==> src/rtl/_pipe_r.sv <==
// Elastic pipeline register: DEPTH valid/ready stages with a synchronous flush.
// Bubbles collapse under backpressure; ready ripples from the output back to stage 0.
module _pipe_r #(
  parameter int unsigned  n       = 8,
  parameter int unsigned  DEPTH   = 2,
  parameter logic [n-1:0] RST_VAL = {n{1'b0}},
  localparam int unsigned CW      = $clog2(DEPTH + 1)
) (
  input  logic          clk,
  input  logic          rst_n,
  input  logic          flush,
  input  logic          in_valid,
  output logic          in_ready,
  input  logic [n-1:0]  in_data,
  output logic          out_valid,
  input  logic          out_ready,
  output logic [n-1:0]  out_data,
  output logic [CW-1:0] count
);

  if (DEPTH == 0) begin : g_depth_check
    $error("_pipe_r: DEPTH must be at least 1");
  end

  // Handshake: a word moves across a boundary on a rising edge where valid && ready;
  // valid never waits on ready, and a stalled output holds its word and valid unchanged.
  logic [DEPTH-1:0] v_q, v_d;
  logic [n-1:0]     d_q [DEPTH];
  logic [n-1:0]     d_d [DEPTH];
  logic [DEPTH-1:0] r;
  logic             in_hs;

  // Stage i can take a word if any stage from i to the output is empty, or the output drains.
  always_comb begin
    r = '0;
    for (int i = 0; i < DEPTH; i++) begin
      r[i] = out_ready;
      for (int j = i; j < DEPTH; j++) begin
        if (!v_q[j]) r[i] = 1'b1;
      end
    end
  end

  assign in_ready = r[0] && !flush && rst_n;
  assign in_hs    = in_valid && in_ready;

  always_comb begin
    v_d = v_q;
    d_d = d_q;
    if (flush) begin
      v_d = '0;
      for (int i = 0; i < DEPTH; i++) d_d[i] = RST_VAL;
    end else begin
      if (r[0]) begin
        v_d[0] = in_hs;
        if (in_hs) d_d[0] = in_data;
      end
      // Data only follows a valid word, so bubbles leave the old contents in place.
      for (int i = 1; i < DEPTH; i++) begin
        if (r[i]) begin
          v_d[i] = v_q[i-1];
          if (v_q[i-1]) d_d[i] = d_q[i-1];
        end
      end
    end
  end

  always_ff @(posedge clk or negedge rst_n) begin
    if (!rst_n) begin
      v_q <= '0;
      for (int i = 0; i < DEPTH; i++) d_q[i] <= RST_VAL;
    end else begin
      v_q <= v_d;
      d_q <= d_d;
    end
  end

  always_comb begin
    count = '0;
    for (int i = 0; i < DEPTH; i++) count = count + CW'(v_q[i]);
  end

  assign out_valid = v_q[DEPTH-1];
  assign out_data  = d_q[DEPTH-1];

endmodule

==> config.mk <==
export PLATFORM = sky130hd
export DESIGN_NAME = _pipe_r
export DESIGN_NICKNAME = d
export VERILOG_FILES = /design/src/rtl/_pipe_r.sv
export SDC_FILE = /design/constraint.sdc
export NUM_CORES = 1
export LEC_CHECK = 0
export BUFFER_PORTS_ARGS = -buffer_cell sky130_fd_sc_hd__buf_4
export CAP_MARGIN = 20
export CORE_MARGIN = 4
export CORE_UTILIZATION = 45
export DETAILED_ROUTE_END_ITERATION = 16
export PLACE_DENSITY = 0.8
export SKIP_LAST_GASP = 1
export SLEW_MARGIN = 30
export SYNTH_ARGS = -nofsm -noshare
export SYNTH_HDL_FRONTEND = slang
export SYNTH_SLANG_ARGS = --single-unit
==> constraint.sdc <==
create_clock -name clk -period 1.55 [get_ports clk]
set_clock_uncertainty 0.15 [all_clocks]
set_input_delay 0.0775 -clock clk [delete_from_list [all_inputs] [get_ports clk]]
set_output_delay 0.0775 -clock clk [all_outputs]
set_load 0.03 [all_outputs]
# --- Word-level counts from Yosys, hierarchy flattened ---
# Cells that the tools add are included.
word_totals:
  out_inout_bits: 12
  register_bits: 18
  wordCells: 26
op_classes:
  n_addsub: 1
  n_reduce_logical: 10
  mux: 11
op_table:
  columns: ["op", "count"]
  rows:
  - ["$mux 8", 4]
  - ["$mux 16", 1]
  - ["$reduce_bool 2->1", 4]
  - ["$mux 1", 5]
  - ["$reduce_and 2->1", 2]
  - ["$logic_and 1x1->1", 3]
  - ["$add 1x1->2", 1]
  - ["$mux 2", 1]
  - ["$logic_not 1->1", 1]

# --- Depth between registers and ports, before layout ---
# Gate-level depths: netlist (run 1).
logic_depth:
  depth_word: 8
  depth_mapped: 4
  mapped_depth_nobuf: 3

# --- Worst setup path after synthesis (run 1) ---
# No wires, ideal clock.
synth_timing:
  path_type: "register to register"
  start: "reg v_q[1]"
  end: "reg d_q[13] (netlist bit)"
  n_path_buf: 1
  path_slack_ns: -0.149
  t_required_ns: 1.275
  synth_period_minus_slack_ns: 1.699
  t_arrival_ns: 1.424
  stages_incl_launch_ff: 5
  path_cell_list: "dfrtp_1 -> and3b_1 -> buf_6 -> nor3_4 -> mux2_2"
synth_via:
  elab_chain_cells: 6
  elab_cells_between_ends: 7
  classes_between: "mux: 1; reduce/logical: 6"
synth_lines:
  columns: ["item", "line_no", "rtl"]
  rows:
  - ["start: declaration", "27", "logic [DEPTH-1:0] v_q, v_d;"]
  - ["start signal: assignment", "73", "v_q <= v_d;"]
  - ["$mux 1 (*)", "39", "if (!v_q[j]) r[i] = 1'b1;"]
  - ["$logic_and 1x1->1 (2 in a row)", "44", "assign in_ready = r[0] && !flush && rst_n;"]
  - ["$logic_and 1x1->1", "45", "assign in_hs = in_valid && in_ready;"]
  - ["$reduce_bool 2->1 (no line)", null, null]
  - ["$reduce_and 2->1 (no line) (*)", null, null]
  - ["end signal: assignment", "74", "d_q <= d_d;"]
  - ["end: declaration", "28", "logic [n-1:0] d_q [DEPTH];"]
# Every way passes the cells marked *; elsewhere a longest branch is shown, timed or not.
# A chain may end at the register's enable or synchronous reset.

# --- Final worst setup path (run 1) ---
layout_timing:
  start: "reg v_q[1]"
  end: "out in_ready"
layout_via:
  elab_chain_cells: 3
layout_lines:
  columns: ["item", "line_no", "rtl"]
  rows:
  - ["$mux 1", "39", null]
  - ["$logic_and 1x1->1 (2 in a row)", "44", null]
  - ["end: declaration", "13", "output logic in_ready,"]
# Every way passes these cells.

==> run metrics, run 1 <==
RSZ-0062 raised after global routing=true; row count=15; IO Pins=25; dpl cells=around 130; drt first pass iters=4; Setup Crit Path Kind=reg -> out; H-tree lvl count=1; Final GP Congestion=roughly 0.76; setup_tns=-0.00218 ns; Clock Pin Slew Worst Setup and Hold Paths=0.11 ns; setup violators final=1; CP Capture Type=output pin; fin crit period=~1.6 ns; Worst VDD drop=around 0.00056 V; Mean Syn Cell Area=10.1 µm²; slowest CP cell=dfrtp_2; Routed Antenna Nets=0; fin util=67.6%; initial antenna violation count=0; Vias=between 700 and 800; setup ws final=-0.00218 ns; Nets=134; Final Hold Viols=0; CTS tree=done; critical path cell sequence=buf_4 -> nand3b_1 -> and3_4 -> buf_6; share of cells above drive strength 1=~34%; total routed wirelength=about 2000 µm; min-delay worst type=in -> reg; Leak=around 0.00059 µW; run status=complete, but fails checks; WP data arrival=roughly 1.3 ns; final worst-path cycle share=100%; Finished Layout Cells=144; Critical Path RT=about 1.3 ns; Slew HR=46.5%; mapped cell area=approximately 900 µm²; peak per-stage delay on the critical path=0.42 ns; first-pass GRT wire length=~3300 µm; total CTS buffers=3; # clock sinks=18; crit path buf inv count=2; DR DRC count=0; clock latency on the worst-skew pair=0.29 ns; Vias/cell=5.11; I/O Buffers=24; Yosys cell types=21; dpl ws=0.0726 ns; Post-Syn Nets=about 100; Layout Area Growth over Synthesis=37.2%; Initial Utilization=approximately half; P per Cell Area=759 mW/mm²; routed len/inst=13.7 µm; Top Family by Delay on Critical Path=flip-flops; GRT Resource Usage Total=around 17%; Max Cap Viol=0; Die X-Extent=roughly 52 µm; core box area=~0.0018 mm²; vias in the first global route=~700; Seq/Total Area, Yosys=50.7%; Max Clock Freq=644 MHz; Syn Inst Count=88; HPWL after detailed placement=between 1000 and 1500 µm; number of synthesized register bits=18; Worst Path Max Fanout=5; worst slew pin tran=around 0.8 ns; starting DRC count in detailed routing=16; DIE HEIGHT=approximately 52 µm; root buf cell=clkbuf_4; Clock Path Buffers=2; antenna cells=0; max-slew violations=0; largest net degree at the start of global routing=19; failing checks=negative setup slack; Ys Warns=0; grt total ovfl=0; die area=approximately 0.0027 mm²; CP Launch Type=flip-flop
## metal layers
layer / part of all wire [%] / global-route usage [%] / wire, µm / vias to the layer above
li1: - / - / - / 365
met1: 44 / 21.8 / 870 / 350
met2: 50 / 28.3 / 979 / 19
met3: 5.3 / 2.56 / 104 / 2
met4: 0.86 / 3.83 / 17 / 0
met5: 0 / 0 / 0 / -
## path summary, 6_finish.rpt
kind	startpoint	endpoint	slack (ns)	cells past startpoint
worst max register to register	v_q[1]$_DFFE_PN0P_	d_q[14]$_DFFE_PN0P_	0.04	3
worst max-delay path	v_q[1]$_DFFE_PN0P_	in_ready	-0.002	4
max in group asynchronous	rst_n	v_q[1]$_DFFE_PN0P_	0.35	3
worst min-delay path	flush	d_q[8]$_DFFE_PN0P_	0.05	3
worst min register to register	out_data[3]$_DFFE_PN0P_	out_data[3]$_DFFE_PN0P_	0.39	2
min in group asynchronous	rst_n	d_q[15]$_DFFE_PN0P_	0.35	3
## area by class of cell
cell class,count,area [µm²]
fill,150,583
clock buffer,4,36.3
multi-input combinational,56,363
tap,25,31.3
sequential,18,452
timing repair buffer,39,329
inverter,2,7.51
## synthesized netlist by cell type
cell	instances	area, µm²
dfrtp_1	18	450
nand2b_1	1	6.26
buf_6	1	11.3
nand2_1	6	22.5
o211ai_1	5	37.5
and3_1	1	6.26
a31o_2	1	8.76
nand3_1	13	65.1
clkbuf_1	1	3.75
o21ai_0	8	40.0
buf_2	2	10.0
nor3_4	1	16.3
a21oi_1	9	45.0
ha_1	1	12.5
inv_1	2	7.51
nor2b_1	3	18.8
nand3b_1	1	7.51
and2b_1	1	7.51
mux2_2	3	33.8
and3b_1	2	17.5
buf_4	8	60.1
## placed cells by master (no fill, tap or decap), types with 5 or more instances in the layout
cell type and instances:
buf_4 26, dfrtp_1 17, nand3_1 13, dlygate4sd3_1 10, a21oi_1 9, o21ai_0 8
nand2_1 6, o211ai_1 5
## per-stage QoR
stage	hold WS, ns	total power (µW)	cell area, µm²
2_1_floorplan	-0.368	559	890
3_3_place_gp	-0.0952	612	1050
3_5_place_dp	-0.0920	615	1050
4_1_cts	0.0633	914	1190
5_1_grt	0.0624	974	1220
6_report	0.0540	925	1220
## cells by family after synthesis
group,Yosys count,share of synthesized area [%]
and+or+nand+nor,29,18.9
buffers and inverters,14,10.4
adders and majority gates,1,1.41
DFF,18,50.7
AOI/OAI and AO/OA,23,14.8
muxes,3,3.80
## power by group
part	internal (µW)	switching, µW
Combinational	72.0	70.3
Clock	143	147
Sequential	484	8.63
Total	699	226
## sequential cells by signal (all words and copies together), names as in the netlist
| register | flops |
|---|---|
| d_q | 8 |
| out_data | 8 |
| v_q | 2 |
## worst min-delay path: stages
cell and delay (ns):
buf_4 0.14, nor2b_1 0.10, mux2_2 0.14
## what timing repair did
action                                  in CTS  in global routing
endpoints found under the setup margin       1                  5
hold buffers                                10                  0
endpoints found under the hold margin       35                  0
gates resized for setup                      0                  5
setup buffers                                1                  0
pin swaps                                    1                  0
Note: power is estimated with default switching activity, not from simulation.
==> run 2, diff against run 1 <==
CORE_ASPECT_RATIO = 0.6   (was unset)
CORE_UTILIZATION = 40   (was 45)
PLACE_DENSITY = 0.73   (was 0.8)
==> run 2 against run 1 <==
Net effect:
- the run now ends clean
- non-clock buffer count increased by 2
- core utilization shrank 5.2 points
- cell area increased by 0.82%
- die area grew 11%
- worst setup slack improved by 0.038 ns
- routed wire length is 6.1% higher
- critical path depth fell by 1
- global-route usage fell by 0.98 points
- maximum frequency increased by 2.5%
- sequential share of layout area is 0.30 points lower
- critical endpoint is now d_q[14]$_DFFE_PN0P_
==> run metrics, run 2 (synthesis gave the netlist of run 1 again) <==
Clock Path Buffers=2 (unchanged); Nets=136 (was 134); grt total ovfl=0 (unchanged); core box area=0.00197 mm² (was 0.00180 mm²); reg-to-reg slack, setup=0.04 ns (about the same); setup ws final=0.0354 ns (was -0.00218 ns); critical hold path startpoint=flush (unchanged); placed cell areas=0.00105 mm² (about the same); fin crit period=1.51 ns (was 1.55 ns); WP data arrival=1.50 ns (was 1.32 ns); CP Capture Type=flip-flop (was output pin); FF+latch area=452 µm² (unchanged); dpl ws=0.0506 ns (was 0.0726 ns); Tot Pwr=1010 µW (was 925 µW); WHS Endpoint=d_q[8]$_DFFE_PN0P_ (unchanged); peak per-stage delay on the critical path=0.40 ns (was 0.42 ns); drt first pass iters=4 (unchanged); die area=0.00306 mm² (was 0.00275 mm²); R2R cell count=3 (unchanged); Vias=746 (was 736); max-slew violations=0 (unchanged); commonest non-fill, non-tap cell in the layout=buf_4 (unchanged); first-pass GRT wire length=3460 µm (was 3330 µm); HPWL after detailed placement=1490 µm (was 1300 µm); WHS Path Cells=3 (unchanged); Final Hold Viols=0 (unchanged); Final GP Congestion=0.793 (was 0.755); GRT Resource Usage Total=15.6% (was 16.6%); largest net degree at the start of global routing=19 (unchanged); vias in the first global route=724 (was 720); clock latency on the worst-skew pair=0.25 ns (was 0.29 ns); critical path cell sequence=and3b_1 -> nor3_4 -> mux2_2 (was buf_4 -> nand3b_1 -> and3_4 -> buf_6); I/O Buffers=24 (unchanged); Critical Path RT=1.54 ns (was 1.32 ns); run status=finished, final reports clean (was complete, but fails checks); P per Cell Area=824 mW/mm² (was 759 mW/mm²); Max Clock Freq=660 MHz (was 644 MHz); total routed wirelength=2090 µm (was 1970 µm); total CTS buffers=3 (unchanged); IO Pins=25 (unchanged); min-delay worst type=in -> reg (unchanged); Layout Area Growth over Synthesis=38.3% (was 37.2%); DR DRC count=0 (unchanged); setup violators final=0 (was 1); r2r endpoint=d_q[14]$_DFFE_PN0P_ (unchanged); dpl cells=132 (was 129); row count=12 (was 15); RSZ-0062 raised after global routing=true (unchanged); final worst-path cycle share=97.7% (was 100%); root buf cell=clkbuf_8 (was clkbuf_4); H-tree lvl count=1 (unchanged); DIE HEIGHT=44.5 µm (was 52.4 µm); routed len/inst=14.0 µm (was 13.7 µm); Die X-Extent=68.8 µm (was 52.4 µm); share of cells above drive strength 1=33.9% (was 34.5%); Worst Path Max Fanout=4 (was 5); CTS tree=done (unchanged); post-route cell area=0.00123 mm² (was 0.00122 mm²); slowest CP cell=dfrtp_2 (unchanged); Worst VDD drop=0.000369 V (was 0.000557 V); r2r startpoint=v_q[1]$_DFFE_PN0P_ (unchanged); Max Cap Viol=0 (unchanged); Hold Slack=0.0974 ns (was 0.0540 ns); Clock Pin Slew Worst Setup and Hold Paths=0.07 ns (was 0.11 ns); multi-input logic area=345 µm² (was 363 µm²); most frequent cells in the layout=29 x buf_4, 17 x dfrtp_1, 13 x nand3_1, 10 x dlygate4sd3_1, 9 x a21oi_1 (was 26 x buf_4, 17 x dfrtp_1, 13 x nand3_1, 10 x dlygate4sd3_1, 9 x a21oi_1); Initial Utilization=45.2% (was 49.3%); Finished Layout Cells=149 (was 144); antenna cells=0 (unchanged); Leak=0.000606 µW (was 0.000588 µW); # clock sinks=18 (unchanged); Routed Antenna Nets=0 (unchanged); worst slew pin tran=0.405 ns (was 0.799 ns); initial antenna violation count=0 (unchanged); starting DRC count in detailed routing=48 (was 16); Setup Crit Path Kind=reg -> reg (was reg -> out); Vias/cell=5.01 (was 5.11); Slew HR=73.0% (was 46.5%); Filler cells=174 (was 150); CP Launch Type=flip-flop (unchanged)
## run 2: final cells by class
cell class                 instances  share of cell area [%]
multi-input combinational         56                    28.1
sequential                        18                    36.8
clock buffer                       4                    4.48
tap                               28                    2.85
timing repair buffer              41                    27.2
inverter                           2                   0.611
## run 2: repair_timing
action | CTS | global route
endpoints found under the setup margin | 1 | 3
hold buffers | 10 | 1
resized for setup | 0 | 1
setup buffers | 1 | 1
pin swaps | 1 | 0
endpoints found under the hold margin | 35 | 18
## run 2: how the worst max path moves through the flow
stage	startpoint	to	slack (ns)	cells past startpoint
final	v_q[1]$_DFFE_PN0P_	d_q[14]$_DFFE_PN0P_	0.04	3
after global routing	v_q[1]$_DFFE_PN0P_	d_q[14]$_DFFE_PN0P_	-0.01	3
after CTS	v_q[1]$_DFFE_PN0P_	d_q[14]$_DFFE_PN0P_	0.04	3
after detailed placement	v_q[1]$_DFFE_PN0P_	d_q[14]$_DFFE_PN0P_	0.05	3
after global placement	v_q[1]$_DFFE_PN0P_	d_q[8]$_DFFE_PN0P_	0.09	3
after floorplan	v_q[1]$_DFFE_PN0P_	d_q[13]$_DFFE_PN0P_	-0.09	4
## run 2: critical path, delay by kind of cell (launching register included)
family	cells	cell delay, ns
flip-flops	1	0.40
multiplexers	1	0.37
AND/OR/NAND/NOR	2	0.48
## run 2: per-layer routing
| layer | GRT usage, % | up-vias | wire [µm] |
|---|---|---|---|
| met4 | 2.33 | 0 | 0 |
| met3 | 4.57 | 0 | 145 |
| met5 | 0 | - | 0 |
| met1 | 23.5 | 340 | 1040 |
| met2 | 22.3 | 35 | 908 |
| li1 | - | 371 | - |
## run 2: report_power, final
part	total [µW]	internal [µW]	switching [µW]
Combinational	138	69.2	69.1
Clock	380	226	154
Sequential	494	484	9.84
Total	1010	779	233
## run 2: through the flow
stage | utilization (%) | setup TNS, ns
after floorplan | - | -0.264
after global placement | 53.4 | 0
after detailed placement | 53.4 | 0
after CTS | 61.6 | 0
after global routing | 62.5 | -0.0130
final | 62.5 | 0
